--- src/rtl/ps2_keyboard_matrix.sv ---
// PS/2 Set-2 keyboard receiver that maintains a ZX Spectrum style 8x5 key matrix.
// The CPU reads the matrix through the active-low half-row select A_hi.
module ps2_keyboard_matrix (
   input  logic       clk_cpu,
   input  logic       reset,
   input  logic       PS2_CLK,
   input  logic       PS2_DAT,
   input  logic [7:0] A_hi,
   output logic [4:0] key_row,
   output logic       pressed,
   output logic       frame_err
);

   typedef enum logic [1:0] {StIdle, StData, StParity, StStop} state_e;

   localparam logic [13:0] TmoLast = 14'd11999;  // counter value one cycle before 12000

   // synchroniser / filter
   logic [1:0] r_clk_s, r_dat_s;
   logic [3:0] r_clk_hist;
   logic       r_clk_f;
   logic       w_fall, w_dat;

   // receiver
   state_e      r_state, w_state_d;
   logic [2:0]  r_bit_cnt, w_bit_cnt_d;
   logic [7:0]  r_shift, w_shift_d;
   logic        r_par, w_par_d;
   logic [13:0] r_tmo, w_tmo_d;
   logic        r_frame_err, w_frame_err_d;
   logic        r_byte_vld, w_byte_vld_d;
   logic [7:0]  r_byte, w_byte_d;

   // decoder
   logic        r_ext, r_brk;
   logic [39:0] r_mat;
   logic [4:0]  r_virt;
   logic        r_pressed;
   logic        w_map_hit, w_virt_hit;
   logic [5:0]  w_map_idx;
   logic [2:0]  w_virt_idx;
   logic [39:0] w_virt_exp, w_eff;

   // Synchronise the raw PS/2 lines and debounce the clock over 4 samples
   always_ff @(posedge clk_cpu) begin
      if (reset) begin
         r_clk_s    <= 2'b11;
         r_dat_s    <= 2'b11;
         r_clk_hist <= 4'hF;
         r_clk_f    <= 1'b1;
      end else begin
         r_clk_s    <= {r_clk_s[0], PS2_CLK};
         r_dat_s    <= {r_dat_s[0], PS2_DAT};
         r_clk_hist <= {r_clk_hist[2:0], r_clk_s[1]};
         if (r_clk_hist == 4'h0) begin
            r_clk_f <= 1'b0;
         end else if (r_clk_hist == 4'hF) begin
            r_clk_f <= 1'b1;
         end
      end
   end

   // The falling edge is the cycle on which the filtered clock is about to drop
   assign w_fall = r_clk_f & (r_clk_hist == 4'h0);
   assign w_dat  = r_dat_s[1];

   // Receive FSM state register and datapath
   always_ff @(posedge clk_cpu) begin
      if (reset) begin
         r_state     <= StIdle;
         r_bit_cnt   <= 3'd0;
         r_shift     <= 8'h00;
         r_par       <= 1'b0;
         r_tmo       <= 14'd0;
         r_frame_err <= 1'b0;
         r_byte_vld  <= 1'b0;
         r_byte      <= 8'h00;
      end else begin
         r_state     <= w_state_d;
         r_bit_cnt   <= w_bit_cnt_d;
         r_shift     <= w_shift_d;
         r_par       <= w_par_d;
         r_tmo       <= w_tmo_d;
         r_frame_err <= w_frame_err_d;
         r_byte_vld  <= w_byte_vld_d;
         r_byte      <= w_byte_d;
      end
   end

   // Receive FSM next state: one step per filtered falling edge, plus frame timeout
   always_comb begin
      w_state_d     = r_state;
      w_bit_cnt_d   = r_bit_cnt;
      w_shift_d     = r_shift;
      w_par_d       = r_par;
      w_frame_err_d = 1'b0;
      w_byte_vld_d  = 1'b0;
      w_byte_d      = r_byte;
      w_tmo_d       = (w_fall || r_state == StIdle) ? 14'd0 : r_tmo + 14'd1;
      if (w_fall) begin
         case (r_state)
            StIdle: begin
               if (!w_dat) begin
                  w_state_d   = StData;
                  w_bit_cnt_d = 3'd0;
               end else begin
                  w_frame_err_d = 1'b1;
               end
            end
            StData: begin
               w_shift_d = {w_dat, r_shift[7:1]};
               if (r_bit_cnt == 3'd7) begin
                  w_state_d = StParity;
               end else begin
                  w_bit_cnt_d = r_bit_cnt + 3'd1;
               end
            end
            StParity: begin
               w_par_d   = w_dat;
               w_state_d = StStop;
            end
            StStop: begin
               w_state_d = StIdle;
               if (w_dat && ((^r_shift) ^ r_par)) begin
                  w_byte_vld_d = 1'b1;
                  w_byte_d     = r_shift;
               end else begin
                  w_frame_err_d = 1'b1;
               end
            end
            default: w_state_d = StIdle;
         endcase
      end else if (r_state != StIdle && r_tmo == TmoLast) begin
         w_state_d     = StIdle;
         w_frame_err_d = 1'b1;
         w_tmo_d       = 14'd0;
      end
   end

   // Translate the current code (with ext flag) into a matrix or virtual-key index
   always_comb begin
      w_map_hit  = 1'b1;
      w_map_idx  = 6'd0;
      w_virt_hit = 1'b0;
      w_virt_idx = 3'd0;
      if (r_ext) begin
         w_map_hit = 1'b0;
         case (r_byte)
            8'h14: begin w_map_hit  = 1'b1; w_map_idx  = 6'd36; end
            8'h6B: begin w_virt_hit = 1'b1; w_virt_idx = 3'd1;  end
            8'h72: begin w_virt_hit = 1'b1; w_virt_idx = 3'd2;  end
            8'h75: begin w_virt_hit = 1'b1; w_virt_idx = 3'd3;  end
            8'h74: begin w_virt_hit = 1'b1; w_virt_idx = 3'd4;  end
            default: ;
         endcase
      end else begin
         case (r_byte)
            8'h12, 8'h59: w_map_idx = 6'd0;
            8'h1A: w_map_idx = 6'd1;   8'h22: w_map_idx = 6'd2;
            8'h21: w_map_idx = 6'd3;   8'h2A: w_map_idx = 6'd4;
            8'h1C: w_map_idx = 6'd5;   8'h1B: w_map_idx = 6'd6;
            8'h23: w_map_idx = 6'd7;   8'h2B: w_map_idx = 6'd8;
            8'h34: w_map_idx = 6'd9;   8'h15: w_map_idx = 6'd10;
            8'h1D: w_map_idx = 6'd11;  8'h24: w_map_idx = 6'd12;
            8'h2D: w_map_idx = 6'd13;  8'h2C: w_map_idx = 6'd14;
            8'h16: w_map_idx = 6'd15;  8'h1E: w_map_idx = 6'd16;
            8'h26: w_map_idx = 6'd17;  8'h25: w_map_idx = 6'd18;
            8'h2E: w_map_idx = 6'd19;  8'h45: w_map_idx = 6'd20;
            8'h46: w_map_idx = 6'd21;  8'h3E: w_map_idx = 6'd22;
            8'h3D: w_map_idx = 6'd23;  8'h36: w_map_idx = 6'd24;
            8'h4D: w_map_idx = 6'd25;  8'h44: w_map_idx = 6'd26;
            8'h43: w_map_idx = 6'd27;  8'h3C: w_map_idx = 6'd28;
            8'h35: w_map_idx = 6'd29;  8'h5A: w_map_idx = 6'd30;
            8'h4B: w_map_idx = 6'd31;  8'h42: w_map_idx = 6'd32;
            8'h3B: w_map_idx = 6'd33;  8'h33: w_map_idx = 6'd34;
            8'h29: w_map_idx = 6'd35;  8'h14: w_map_idx = 6'd36;
            8'h3A: w_map_idx = 6'd37;  8'h31: w_map_idx = 6'd38;
            8'h32: w_map_idx = 6'd39;
            8'h66: begin w_map_hit = 1'b0; w_virt_hit = 1'b1; w_virt_idx = 3'd0; end
            default: w_map_hit = 1'b0;
         endcase
      end
   end

   // Apply prefixes and make/break codes to the direct and virtual key state
   always_ff @(posedge clk_cpu) begin
      if (reset) begin
         r_ext     <= 1'b0;
         r_brk     <= 1'b0;
         r_mat     <= 40'd0;
         r_virt    <= 5'd0;
         r_pressed <= 1'b0;
      end else begin
         r_pressed <= |w_eff;
         if (r_byte_vld) begin
            if (r_byte == 8'hE0) begin
               r_ext <= 1'b1;
            end else if (r_byte == 8'hF0) begin
               r_brk <= 1'b1;
            end else begin
               if (w_map_hit) begin
                  r_mat[w_map_idx] <= ~r_brk;
               end
               if (w_virt_hit) begin
                  r_virt[w_virt_idx] <= ~r_brk;
               end
               r_ext <= 1'b0;
               r_brk <= 1'b0;
            end
         end
      end
   end

   // Virtual keys each contribute CS plus one digit position
   always_comb begin
      w_virt_exp     = 40'd0;
      w_virt_exp[0]  = |r_virt;
      w_virt_exp[20] = r_virt[0];
      w_virt_exp[19] = r_virt[1];
      w_virt_exp[24] = r_virt[2];
      w_virt_exp[23] = r_virt[3];
      w_virt_exp[22] = r_virt[4];
   end

   assign w_eff = r_mat | w_virt_exp;

   // Wired-AND of all selected half-rows onto the active-low data bits
   always_comb begin
      key_row = 5'b11111;
      for (int r = 0; r < 8; r++) begin
         for (int c = 0; c < 5; c++) begin
            if (!A_hi[r] && w_eff[r*5+c]) begin
               key_row[c] = 1'b0;
            end
         end
      end
   end

   assign pressed   = r_pressed;
   assign frame_err = r_frame_err;

endmodule

--- config.mk ---
export PLATFORM = sky130hd
export DESIGN_NAME = ps2_keyboard_matrix
export DESIGN_NICKNAME = d
export VERILOG_FILES = /design/src/rtl/ps2_keyboard_matrix.sv
export SDC_FILE = /design/constraint.sdc
export NUM_CORES = 1
export LEC_CHECK = 0
export BUFFER_PORTS_ARGS = -buffer_cell sky130_fd_sc_hd__buf_4
export CORE_MARGIN = 4
export CORE_UTILIZATION = 65
export CTS_BUF_LIST = sky130_fd_sc_hd__clkbuf_8
export DETAILED_ROUTE_END_ITERATION = 10
export PLACE_DENSITY = 0.9
export SLEW_MARGIN = 30
export SYNTH_ARGS = -nofsm -noshare
export SYNTH_HDL_FRONTEND = slang
export SYNTH_SLANG_ARGS = --single-unit
--- constraint.sdc ---
create_clock -name clk_cpu -period 3.71 [get_ports clk_cpu]
set_clock_uncertainty 0.05 [all_clocks]
set_input_delay 0.5565 -clock clk_cpu [delete_from_list [all_inputs] [get_ports clk_cpu]]
set_output_delay 0.5565 -clock clk_cpu [all_outputs]
set_load 0.01 [all_outputs]
==> flow_metrics.tcl <==
set metrics [dict create \
    area_growth_pct 5.984 \
    worstMarginPinSlew_ps 863.7 \
    min_path_type "in2reg" \
    ir_drop_v 0.0003781 \
    tns_ps 0 \
    pwr-share-comb 0.022 \
    path_cells "and4b_1, o311ai_1, o31ai_1, nor4b_2, or3b_1, or4_1, a21oi_1" \
    clk_latency_ps 370 \
    drc 0 \
    critPathArrivalTime_ps 3590 \
    port_buffers 18 \
    crit_family "simple AND/OR/NAND/NOR gates" \
    synth.top_cell.area_share 0.3472 \
    ys_top_cells_by_area "dfxtp_1, mux2i_1, a21oi_1" \
    nNetsFinal 668 \
    timing.final.crit_share 0.9006 \
    cts_tree "built" \
    cts_resized 0 \
    start_util 0.6667 \
    rsz0062_at_grt "false" \
    layout_common_cells "dfxtp_1, nor2_1, a21oi_1" \
    required_ps 3960 \
    rows 33 \
    cp-startpoint "r_byte[1]$_SDFFE_PP0P_" \
    min_period_ps 3341 \
    intPower_w 0.001279 \
    p_clk_frac 0.369 \
    drt-wirelength-per-cell_um 18.26 \
    setup_violations 0 \
    dp_hpwl_mm 10.01 \
    drtAntennaViolNets 0 \
    cts_made_buffers 9 \
    drt-initial-drc-count 459 \
    firstDrtPassIters 6 \
    antenna_found_initial 0 \
    post_cts_buffers 0 \
    grt_first_pass_wirelength_mm 23.49 \
    yosysTopAreaCell "dfxtp_1" \
    gp_congestion 1.027 \
    ys_ff_latch 95 \
    track_usage 0.2869 \
    coreArea_um2 8217 \
    cts-hold-fix-buffers 0 \
    hp-start "PS2_CLK" \
    switching_share 0.2396 \
    p_sw_w 0.0004030 \
    path_buf_inv 0 \
    synthFlopType "dfxtp_1" \
    htreeDepth 3 \
    hold_viol_final 0 \
    grt_pass1_vias 4726 \
    ys_seq_area_frac 0.3472 \
    worstReg2RegStart "r_byte[1]$_SDFFE_PP0P_" \
    final_common_cell "dfxtp_1" \
    avgSynthCellArea_um2 8.376 \
    drv_cap 0 \
    async_flop_share 0 \
    antenna_cells 0 \
    final_max_slew_viol_count 0 \
    p_leak_nw 2.013 \
    place_inst 743 \
    drive_above_1_share 0.1131 \
    ioPinCount 19 \
    clk_path_buf_depth 2 \
    die_area_um2 9960 \
    power.density_nw_per_um2 289.8 \
    post_layout_nonfiller_instances 759 \
    grt_max_degree 85 \
    start_kind "register" \
    pre_cts_slack_ps 427.3 \
    maxSlewHeadroom 0.4217 \
    vias 5090 \
    chipWidth_um 99.80 \
    fp.dieH_um 99.80 \
    syn_inst 654 \
    fin_util 0.7066 \
    cts-root-buf "clkbuf_8" \
    fin_ws_ps 368.8 \
    syn_nets 673 \
    clock.fmax_ghz 0.2993 \
    cp_slowest_cell "dfxtp_1" \
    critPathMaxStageDelay_ps 810 \
    ys_warn_count 0 \
    ys_types 74 \
    synth_edf_count 0 \
    cp-end-kind "register" \
    clkTransAtPathRegs_ps 100 \
    critPathMaxFanout 26 \
    seq_power_share 0.608 \
    crit_type "reg2reg" \
    synth_area_um2 5478 \
    wirelength_mm 13.86 \
    cts_sinks 95 \
    overflow 0 \
    vias_per_cell 6.706 \
    run_status "finished, final reports clean" \
]
==> cell usage after synthesis, types with 3 or more instances <==
cell type and count:
and3_1 6, nor4_1 18, nand2b_1 27, a22oi_1 5, o31ai_1 9, o21ai_0 21
xor2_1 9, nor4bb_1 8, or4_1 6, a21oi_1 40, a31oi_1 7, nand3_1 27
inv_1 26, a22o_1 5, o211ai_1 3, nor4b_2 3, nand2_1 28, mux2i_1 25
o21a_1 3, nor2b_1 14, dfxtp_1 95, or2_2 11, and3b_1 4, and4b_1 5
xnor2_1 10, buf_2 12, o211a_1 3, nor3b_1 7, nand4_1 11, o22ai_1 4
or3b_2 6, nor3_1 17, and4_1 4, a221oi_1 5, clkbuf_1 30, nor2_1 50
nor4b_1 5, o31a_1 3, ha_1 7, a311oi_1 9, nand3b_1 4, a211oi_1 3
or3_1 14
==> cells by family after synthesis <==
family          share of synthesized area
compound gates                     0.1814
xor+xnor                          0.03449
fa+ha+maj                         0.01782
buf+inv                           0.05870
flops                              0.3472
mux                               0.04979
simple gates                       0.3106
==> metal layers <==
metal	track usage	part of all wire	vias up
met1	0.4028	0.43	2414
met5	0	0	-
li1	-	-	2414
met2	0.4505	0.47	230
met3	0.05073	0.086	32
met4	0.09034	0.018	0
==> area by class of cell <==
cell class	instances	area, um2
Multi-Input combinational cell	484	3254
Fill cell	652	2411
Sequential cell	95	1902
Timing Repair Buffer	33	247.7
Tap cell	105	131.4
Clock buffer	9	123.9
Inverter	26	97.59
Clock inverter	7	48.80
==> worst paths after layout <==
check | endpoint | slack [ps] | cells after the start
max reg2reg | r_mat[29]$_SDFFE_PP0P_ | 370 | 7
max | r_mat[29]$_SDFFE_PP0P_ | 370 | 7
min reg2reg | r_dat_s[1]$_SDFF_PP1_ | 370 | 1
min | r_clk_s[0]$_SDFF_PP1_ | 320 | 2
==> flip-flops by register name (all words and copies together), names as in the netlist, 3 cells and up <==
name and flops:
r_virt 5, r_bit_cnt 3, r_shift 8, r_mat 40, r_clk_hist 4, r_byte 8, r_tmo 14
==> per-stage QoR <==
| stage | hold slack (ps) | total power, W | instance area (um2) |
|---|---|---|---|
| after floorplan | 339.5 | 0.001069 | 5478 |
| after global placement | 348.8 | 0.001083 | 5633 |
| after detailed placement | 353.4 | 0.001084 | 5633 |
| after CTS | 319.9 | 0.001680 | 5806 |
| after global routing | 310.3 | 0.001730 | 5806 |
| final | 320.5 | 0.001682 | 5806 |
==> power by group through the flow <==
stage                     combinational, W  clock [W]  sequential (W)
after floorplan                  0.0000227          0         0.00105
after global placement           0.0000367          0         0.00105
after detailed placement         0.0000369          0         0.00105
after CTS                        0.0000371   0.000620         0.00102
after global routing             0.0000410   0.000666         0.00102
final                            0.0000378   0.000622         0.00102
Power figures use the tool's default switching activity.
